===== src/rtl/sent_pkg.sv =====
// Shared types and constants for the SENT transmit scheduler slice.
// Holds the scheduler state encoding, requester count and SENT format codes.
package sent_pkg;

  localparam int NREQ = 4;

  typedef enum logic [2:0] {
    ST_IDLE       = 3'd0,
    ST_LAUNCH     = 3'd1,
    ST_WAIT_START = 3'd2,
    ST_WAIT_DONE  = 3'd3,
    ST_ACK        = 3'd4
  } state_e;

  localparam logic CH_SERIAL   = 1'b0;
  localparam logic CH_ENHANCED = 1'b1;

  // Fast-channel frame-format codes H.1 .. H.7.
  localparam logic [2:0] FC_FMT_H1 = 3'd1;
  localparam logic [2:0] FC_FMT_H2 = 3'd2;
  localparam logic [2:0] FC_FMT_H3 = 3'd3;
  localparam logic [2:0] FC_FMT_H4 = 3'd4;
  localparam logic [2:0] FC_FMT_H5 = 3'd5;
  localparam logic [2:0] FC_FMT_H6 = 3'd6;
  localparam logic [2:0] FC_FMT_H7 = 3'd7;

  function automatic logic [NREQ-1:0] idx_onehot(input logic [1:0] idx);
    return NREQ'(1) << idx;
  endfunction

endpackage


===== src/rtl/sent_rr_arbiter.sv =====
// Combinational round-robin pick: search starts at ptr+1 and wraps.
module sent_rr_arbiter
  import sent_pkg::*;
(
  input  logic [3:0] req,
  input  logic [1:0] ptr,
  output logic [1:0] gnt_idx,
  output logic       any_req
);

  logic       found;
  logic [1:0] idx;

  always_comb begin
    gnt_idx = 2'd0;
    any_req = |req;
    found   = 1'b0;
    idx     = 2'd0;
    for (int k = 1; k <= NREQ; k++) begin
      idx = ptr + 2'(k);
      if (!found && req[idx]) begin
        gnt_idx = idx;
        found   = 1'b1;
      end
    end
  end

endmodule


===== src/rtl/sent_tx_scheduler.sv =====
// Shares one SENT transmit controller between four requesters with
// round-robin arbitration, one-shot launch, completion ack and a watchdog.
module sent_tx_scheduler
  import sent_pkg::*;
#(
  parameter int unsigned TIMEOUT_CYC = 65535
) (
  input  logic        clk_tx,
  input  logic        reset_tx,
  input  logic [3:0]  req_valid,
  input  logic [3:0]  req_fmt,
  input  logic [3:0]  req_cfg,
  input  logic [31:0] req_id,
  input  logic [63:0] req_data,
  input  logic        pause_en,
  input  logic        tx_idle,
  output logic        tx_enable,
  output logic        tx_channel_format,
  output logic        tx_config_bit,
  output logic        tx_optional_pause,
  output logic [7:0]  tx_id,
  output logic [15:0] tx_data_bit_field,
  output logic [3:0]  req_ack,
  output logic        busy,
  output logic [1:0]  grant_idx,
  output logic        err_timeout,
  output logic        err_flag,
  output logic [2:0]  dbg_state_o
);

  localparam logic [15:0] WD_LIMIT = 16'(TIMEOUT_CYC - 1);

  // Handshake: a requester holds req_valid[i] high until it sees the
  // one-cycle req_ack[i]; the acked bit is masked during that cycle so a
  // late drop can never be picked a second time.

  state_e      state_q;
  logic [1:0]  rr_ptr_q;
  logic [15:0] wd_q, wd_d;
  logic        tx_enable_q, tx_fmt_q, tx_cfg_q, tx_pause_q;
  logic [7:0]  tx_id_q;
  logic [15:0] tx_data_q;
  logic [3:0]  req_ack_q;
  logic        busy_q, err_to_q, err_flag_q;
  logic [1:0]  grant_q;

  logic [3:0]  arb_req;
  logic [1:0]  arb_idx;
  logic        arb_any;

  assign arb_req = req_valid & ~req_ack_q;
  assign wd_d    = wd_q + 16'd1;

  sent_rr_arbiter u_arb (
    .req     (arb_req),
    .ptr     (rr_ptr_q),
    .gnt_idx (arb_idx),
    .any_req (arb_any)
  );

  always_ff @(posedge clk_tx or posedge reset_tx) begin
    if (reset_tx) begin
      state_q     <= ST_IDLE;
      rr_ptr_q    <= 2'd3;
      wd_q        <= 16'd0;
      tx_enable_q <= 1'b0;
      tx_fmt_q    <= 1'b0;
      tx_cfg_q    <= 1'b0;
      tx_pause_q  <= 1'b0;
      tx_id_q     <= 8'd0;
      tx_data_q   <= 16'd0;
      req_ack_q   <= 4'd0;
      busy_q      <= 1'b0;
      grant_q     <= 2'd0;
      err_to_q    <= 1'b0;
      err_flag_q  <= 1'b0;
    end else begin
      tx_enable_q <= 1'b0;
      req_ack_q   <= 4'd0;
      err_to_q    <= 1'b0;
      case (state_q)
        ST_IDLE: begin
          if (arb_any) begin
            grant_q     <= arb_idx;
            tx_fmt_q    <= req_fmt[arb_idx];
            tx_cfg_q    <= req_cfg[arb_idx];
            tx_id_q     <= req_id[{arb_idx, 3'b000} +: 8];
            tx_data_q   <= req_data[{arb_idx, 4'b0000} +: 16];
            tx_pause_q  <= pause_en;
            tx_enable_q <= 1'b1;
            busy_q      <= 1'b1;
            wd_q        <= 16'd0;
            state_q     <= ST_LAUNCH;
          end
        end
        ST_LAUNCH: state_q <= ST_WAIT_START;
        ST_WAIT_START, ST_WAIT_DONE: begin
          // Watchdog expiry wins over a same-cycle idle transition.
          if (wd_q == WD_LIMIT) begin
            err_to_q   <= 1'b1;
            err_flag_q <= 1'b1;
            rr_ptr_q   <= grant_q;
            busy_q     <= 1'b0;
            state_q    <= ST_IDLE;
          end else begin
            wd_q <= wd_d;
            if (state_q == ST_WAIT_START && !tx_idle) state_q <= ST_WAIT_DONE;
            else if (state_q == ST_WAIT_DONE && tx_idle) state_q <= ST_ACK;
          end
        end
        ST_ACK: begin
          req_ack_q <= idx_onehot(grant_q);
          rr_ptr_q  <= grant_q;
          busy_q    <= 1'b0;
          state_q   <= ST_IDLE;
        end
        default: state_q <= ST_IDLE;
      endcase
    end
  end

  assign tx_enable         = tx_enable_q;
  assign tx_channel_format = tx_fmt_q;
  assign tx_config_bit     = tx_cfg_q;
  assign tx_optional_pause = tx_pause_q;
  assign tx_id             = tx_id_q;
  assign tx_data_bit_field = tx_data_q;
  assign req_ack           = req_ack_q;
  assign busy              = busy_q;
  assign grant_idx         = grant_q;
  assign err_timeout       = err_to_q;
  assign err_flag          = err_flag_q;
  assign dbg_state_o       = state_q;

endmodule


===== config.mk =====
export PLATFORM = sky130hd
export DESIGN_NAME = sent_tx_scheduler
export DESIGN_NICKNAME = d
export VERILOG_FILES = /design/src/rtl/sent_pkg.sv /design/src/rtl/sent_rr_arbiter.sv /design/src/rtl/sent_tx_scheduler.sv
export SDC_FILE = /design/constraint.sdc
export NUM_CORES = 1
export LEC_CHECK = 0
export BUFFER_PORTS_ARGS = -buffer_cell sky130_fd_sc_hd__buf_4
export CAP_MARGIN = 30
export CORE_MARGIN = 10
export CORE_UTILIZATION = 35
export CTS_CLUSTER_DIAMETER = 100
export DETAILED_ROUTE_END_ITERATION = 6
export PLACE_DENSITY_LB_ADDON = 0.25
export SLEW_MARGIN = 10
export SYNTH_ARGS = -nofsm -noshare
export SYNTH_HDL_FRONTEND = slang
export SYNTH_HIERARCHICAL = 1
export SYNTH_SLANG_ARGS = --single-unit

===== constraint.sdc =====
create_clock -name clk_tx -period 5.6 [get_ports clk_tx]
set_input_delay 1.12 -clock clk_tx [delete_from_list [all_inputs] [get_ports clk_tx]]
set_output_delay 1.12 -clock clk_tx [all_outputs]
set_load 0.005 [all_outputs]

==> results of run 1 <==
-- cells in the mapped netlist (5+ instances only) --
library cell / instances
nand2_1: 12
nand4_1: 7
clkbuf_1: 7
o2bb2ai_1: 10
mux4_2: 26
mux2_2: 29
nand3_1: 6
and4_1: 5
dfrtp_1: 56
mux2i_1: 9
inv_1: 8
buf_2: 8
nor2_1: 15
nor2b_1: 5
a21oi_1: 8
-- worst max-delay path: cells and delay by family --
kind                   cells  cell delay (ns)
and+or+nand+nor            2             0.44
muxes                      2             0.84
AOI/OAI and AO/OA          2             0.27
buffers and inverters      2             0.53
-- layer usage --
metal	vias to the layer above	wire length, um	track usage [%]
met3	10	701	4.077
met4	0	146	4.613
met5	-	0	0
met2	79	5312	24.40
li1	1290	-	-
met1	1379	3787	16.36
-- cell type report --
cell class	instances	area, um2
sequential	58	1454
fill	825	4459
inverter	8	30.03
multi-input combinational	174	1765
clock buffer	15	196.4
timing repair buffer	156	1169
tap	129	161.4
clock inverter	1	5.005
-- logic make-up after synthesis --
group / share of synthesized area, %
AOI/OAI and AO/OA: 8.056
adders and majority gates: 0.7563
buffers and inverters: 3.404
DFF: 43.95
muxes: 31.66
and+or+nand+nor: 12.18
-- power groups by stage --
stage	clock, mW	combinational, mW	sequential [mW]
CTS	0.396	1.01	0.710
global route	0.414	1.08	0.736
finish	0.385	0.991	0.708
detailed placement	0	1.01	0.716
global placement	0	0.987	0.710
floorplan	0	0.618	0.686
-- flip-flops by register name, indices dropped and copies added, names as in the netlist --
| signal | cells |
|---|---|
| tx_channel_format | 1 |
| err_flag | 1 |
| req_ack | 4 |
| wd_q | 16 |
| busy | 1 |
| dbg_state_o | 3 |
| grant_idx | 2 |
| tx_enable | 1 |
| rr_ptr_q | 2 |
| tx_data_bit_field | 16 |
| tx_id | 8 |
| tx_config_bit | 1 |
| err_timeout | 1 |
| tx_optional_pause | 1 |
-- final timing paths --
check	start	end	slack, ns	cells after the start
min reg2reg	err_flag$_DFFE_PP0P_	err_flag$_DFFE_PP0P_	0.47	1
max reg2reg	req_ack[1]$_DFF_PP0_	tx_data_bit_field[10]$_DFFE_PP0P_	3.08	7
min	err_flag$_DFFE_PP0P_	err_flag$_DFFE_PP0P_	0.47	1
max	req_valid[1]	tx_data_bit_field[10]$_DFFE_PP0P_	2.58	8
max in group asynchronous	reset_tx	tx_id[1]$_DFFE_PP0P_	4.08	3
min in group asynchronous	reset_tx	tx_config_bit$_DFFE_PP0P_	1.02	3
==> results.txt, run 1 <==
TritonCTS built the clock tree. Cells with a size suffix above 1 make up between 50% and 60% of the layout. The endpoint arrival time on the critical path is approximately 3.2 ns.

Walking the worst path, the cells encountered are buf_4, nor2b_1, nor2b_1, a21oi_1, o221ai_4, buf_4, mux4_2, mux2_2. The post-detailed-route DRC marker count is 0. Global routing used between 10% and 20% of the available tracks across all layers. The maximum cell stage delay along the critical path came out at 0.57 ns.

The worst-path maximum fanout came out at 27. Entering global routing, the biggest net connects ~60 pins. The tightest min-delay check is of the reg -> reg type. The relative contribution of combinational cells to total power came out at a little under half. The largest individual stage delay along the critical path comes from the cell mux4_2. The internal power component is 1.385 mW. Of the total power, the share spent switching nets is 33.56%. The post-layout net count came out at between 500 and 600. The total die area came out at ~14000 um2. The number of synthesized flops with an enable pin came out at 0. The count of hold buffers inserted by post-cts repair is 0. In the layout the commonest cells are buf_4, dfrtp_1, mux2_2. After floorplanning, the core was divided into 35 placement rows. Post-CTS repair changed the size of 0 cells. Clock tree synthesis selected as its root buffer the cell clkbuf_8. After synthesis, the share of flip-flops with an asynchronous set or reset is 100.0%. The run finished with clean final reports. The count of synthesis-stage warnings from yosys came out at 6. The repair_antennas step left the layout with diodes totalling 0.

Summing all placed instances gives a cell area of between 4000 and 5000 um2. In this run the count of I/O pins placed on the die edge is between 150 and 200. The final count of hold timing violations came out at 0. The count of nets left with antenna violations once routing finished came out at 0. The number of buffer cells added on primary ports came out at roughly 150.

The count of cells in the finished layout, fillers not included, comes to 541. The max-slew violation count came to 0. The least setup slack across all paths after layout is about 2.6 ns. At the pin with the least slew margin, the transition time is ~0.76 ns. The maximum buffer depth of the clock tree came out at 2. STA classifies the critical path endpoint as a flop. The final worst-path cycle share is between 50% and 60%. The biggest area contributor in the post-synthesis netlist is dfrtp_1. The critical path startpoint category is a primary input.

The portion of total power attributed to the clock network is about 19%. The mean routed wirelength per cell is between 15 and 20 um. The final weighted congestion of routability-driven global placement is around 0.82.

Synthesis produced a netlist whose cell count is around 260. The share of total power in sequential cells is 34.0%. For this design the static power due to leakage is ~2.2 nW. The data required time at the worst endpoint is just under 6 ns.

Derived from the worst setup path, the maximum achievable clock frequency is roughly 330 MHz. The number of CTS-inserted buffers came out at 9. Across the routed clock network, the largest skew measured is 0.01234 ns. The aggregate global routing overflow came out at 0.

The later-pin clock latency in the skew report is ~0.32 ns. The total vias in the final route came out at 2758. The critical path is of the in -> reg type. The H-tree level count is 3. The first routing iteration left 154 violations. The clock-pin slew on the worst setup and hold paths came out at 0.07 ns. The detailed-routing iteration count for the pre-antenna-repair pass came out at 4. The detail-routed via count per cell came out at around 5.1. The via count of the first global-routing pass is between 3000 and 4000. The total negative setup slack came out at 0 ns.

The synthesized netlist net count came out at 371. The core utilization of the finished layout came out at between 50 and 60%. The total power per unit cell area came out at 435.9 nW/um2. Leaving out fill and tap cells, the most frequent cell in the layout is buf_4. The detailed-placement wirelength estimate came out at just under 8000 um. The net switching power of the design is between 600 and 700 uW.

The synthesized design contains 58 register bits. The max-cap check violation count came out at 0. The aggregate routed wire length is 9947 um. The area growth from synthesis to final layout is 44.52%. In this run, distinct cell masters in the synthesized netlist total 41.

After synthesis, the cell types taking the most area are dfrtp_1, mux4_2, mux2_2. The area of the core is about 9200 um2. The count of final setup violators came out at 0. IR analysis of the VDD net gives a maximum drop of around 0.18 mV. Setup repair after global routing left no endpoint under its margin.

The initial antenna violation count is 0. Summing every instance area after synthesis gives around 3300 um2. The minimum clock period after layout came out at 3.023 ns. The die outline width came out at around 120 um. Of the synthesized area, sequential elements account for between 40% and 50%. Before CTS, the worst setup slack after placement is 2.205 ns. The number of placed instances, taps included is 525. The mean instance size in the synthesized netlist is approximately 13 um2. The number of setup buffers added after CTS is 0. The portion of synthesized cell area occupied by the leading cell type is a little over two fifths.

In the synthesized netlist the dominant register cell turns out to be dfrtp_1. The die is 117.2 um tall. Once the floorplan was initialized, standard cells occupied a little over a third of the core.

The final non-filler cell area came out at 4781 um2. The design draws between 2 and 2.5 mW. The number of clock sinks seen by CTS came out at between 50 and 60. The tightest hold margin came out at 0.4736 ns.

The wire length of the first global-routing pass came out at around 15000 um. The worst slew margin relative to its limit came out at 49.55%.
Note: power is estimated with default switching activity, not from simulation.
==> inputs of run 2 (changes only) <==
==> constraint.sdc (replaced) <==
create_clock -name clk_tx -period 2.6 [get_ports clk_tx]
set_input_delay 0.52 -clock clk_tx [delete_from_list [all_inputs] [get_ports clk_tx]]
set_output_delay 0.52 -clock clk_tx [all_outputs]
set_load 0.005 [all_outputs]
==> results.txt, run 2 (synthesized netlist as in run 1, its figures left out) <==
The flow ran to the end, and the final reports show no timing, DRC or antenna violations. The final non-filler cell area came to 4858 um2 (+1.6%). The clock-pin slew on the worst setup and hold paths is 0.06 ns (about the same).

The peak supply drop is 0.3963 mV (+120%). The initial core utilization was 35.80% (unchanged). Dividing the final minimum period by the clock period gives about 89%.

The count of inserted antenna diode cells is 0 (unchanged). The worst setup path is launched from a flop. The wire length of the first global-routing pass is 15280 um (-0.14%). The total power per unit cell area came out at 939.5 nW/um2 (+120%). The count of final setup violators is 0 (unchanged). The final count of hold timing violations came out at 0 (unchanged). The data required time at the worst endpoint is 2.82 ns (-2.98 ns). The min-delay analysis places its worst path in the category in -> async. Grouping stages by cell kind, the critical path spends the most delay in multiplexers. The detailed-placement wirelength estimate came to 8170 um (+5.0%). The maximum cell stage delay along the critical path came out at 0.52 ns (-0.05 ns).

The cell sitting at the root of the clock tree is a clkbuf_8. The die outline width came out at 117.2 um (unchanged). The max-slew violation count came to 0 (unchanged). The detail-routed via count per cell came out at 5.123 (+0.49%).

From synthesis to final layout, the design area changed by 46.86%. Setup repair after global routing left no endpoint under its margin. The total negative setup slack is 0 ns (unchanged).

The mean routed wirelength per cell came out at 18.67 um (+1.5%). Traced cell by cell, the critical path runs through nor2b_1, nor2b_1, a21oi_1, o221ai_4, buf_12, mux4_2, mux2_2. The aggregate routed wire length is 10170 um (+2.3%).

The total vias in the final route came out at 2792 (+1.2%). The number of clock sinks seen by CTS is 58 (unchanged). The count of boundary I/O pins came to 152 (unchanged). The most common cell after layout, fill and taps aside is buf_4. The aggregate global routing overflow came out at 0 (unchanged).

The via count of the first global-routing pass came out at 3001 (-0.69%). The aggregate global-route resource usage came out at 14.26% (+0.17 points). The critical path buffer and inverter count came to 1 (-1). The actual transition at the worst max-transition pin came out at 0.6490 ns (-0.1078 ns).

The top cell types in the final layout, fill and taps aside, are buf_4, dfrtp_1, mux2_2. The number of buffer cells added on primary ports came out at 151 (unchanged). The total die area came out at 13740 um2 (unchanged). The endpoint arrival time on the critical path is 2.54 ns (-0.68 ns).

The initial antenna violation count came out at 0 (unchanged). The critical path class is reg -> reg. The post-route clock skew is 0.009563 ns (-0.002778 ns). The final weighted congestion of routability-driven global placement is 0.8129 (-1.0%). The maximum buffer depth of the clock tree is 2 (unchanged).

The buffer count from post-CTS setup fixing came out at 0 (unchanged). The worst slew margin relative to its limit is 56.67% (+7.1 points). The count of hold buffers inserted by post-cts repair came out at 0 (unchanged).

The later-pin clock latency in the skew report came out at 0.34 ns (+0.02 ns). The post-detailed-route DRC marker count came out at 0 (unchanged). The number of fillers in the final layout came out at 822 (-0.36%). The post-layout net count is 526 (+0.96%). The post-detailed-placement cell area is 4669 um2 (+2.0%).

Among all stages on the critical path, the largest delay is contributed by mux4_2. The detailed-routing iteration count for the pre-antenna-repair pass is 4 (unchanged). The post-route antenna net violation count was 0 (unchanged). The largest net degree at the start of global routing is 32 (-46%).

The minimum clock period after layout came out at roughly 2.3 ns. The H-tree level count came out at 3 (unchanged). The maximum achievable frequency is around 430 MHz. The worst-path maximum fanout is 17 (-37%). The TritonCTS clock tree is done. The number of DRC violations after detailed-routing iteration 0 was 102 (-34%).

The worst setup path is captured at a flop. The number of gates resized after cts came to 0 (unchanged). The number of CTS-inserted buffers is 9 (unchanged). The ratio of cells with drive above 1 in the final layout came out at 58.89% (+0.64 points).

The max-cap check violation count was 0 (unchanged). The area of the core came out at 9240 um2 (unchanged). The floorplan die height came out at 117.2 um (unchanged). The cell repeated most along the worst path is nor2b_1. The reported leakage power came out at 2.254 nW (+1.7%). The number of placement rows came out at 35 (unchanged).
[run 2: cell count changes in the layout (fill, tap and decap cells not counted)]
cell / change
buf_4: +2
clkinv_2: +1
buf_12: +4
clkbuf_1: -1
buf_2: -1
clkbuf_8: -1
[run 2: final cells by class]
cell class | instances | area [um2] | share of cell area (%)
Inverter | 8 | 30.03 | 0.6181
Tap cell | 129 | 161.4 | 3.322
Multi-Input combinational cell | 174 | 1765 | 36.34
Clock inverter | 2 | 10.01 | 0.2060
Timing Repair Buffer | 161 | 1259 | 25.91
Sequential cell | 58 | 1454 | 29.93
Clock buffer | 13 | 178.9 | 3.683
[run 2: path summary, 6_finish.rpt]
path                                            from                             to  slack, ns  depth (start not counted)
worst max-delay path            req_ack[1]$_DFF_PP0_  tx_channel_format$_DFFE_PP0P_       0.28                          7
max in group asynchronous                   reset_tx        rr_ptr_q[1]$_DFFE_PP1P_       1.66                          3
min in group clk_tx                          tx_idle     dbg_state_o[0]$_DFFE_PP0P_       0.38                          2
worst max register to register  req_ack[1]$_DFF_PP0_  tx_channel_format$_DFFE_PP0P_       0.28                          7
worst min register to register  err_flag$_DFFE_PP0P_           err_flag$_DFFE_PP0P_       0.48                          1
worst min-delay path                        reset_tx           wd_q[13]$_DFFE_PP0P_       0.28                          2
[run 2: metrics by stage]
step / power (mW) / instances / setup slack [ns] / hold WS [ns] / util [%]
global route: 4.879 / 545 / 0.1018 / 0.3172 / 52.58
global placement: 3.760 / 529 / 0.1208 / 0.4564 / 50.45
detailed placement: 3.831 / 530 / 0.04411 / 0.4673 / 50.53
floorplan: 2.809 / 257 / 0.003033 / 0.4650 / -
finish: 4.565 / 545 / 0.2803 / 0.2807 / 52.58
CTS: 4.649 / 545 / 0.2598 / 0.2841 / 52.58
[run 2: worst register-to-register path: cells and delay by family (launching register included)]
kind	cells	cell delay, ns
AO/OA/AOI/OAI	2	0.35
buffers and inverters	1	0.22
flip-flops	1	0.38
multiplexers	2	0.80
AND/OR/NAND/NOR	2	0.45
[run 2: power breakdown]
part,switching [mW],total (mW),internal (mW)
clock,0.353,0.794,0.442
sequential,0.259,1.50,1.24
combinational,0.913,2.27,1.35
[run 2: per-layer routing]
metal  track usage, %  vias to the layer above  wire length [um]
met5                0                        -                 0
met3            5.046                       21               750
met2            24.40                      102              5400
li1                 -                     1298                 -
met1            15.83                     1371              3737
met4            5.766                        0               285
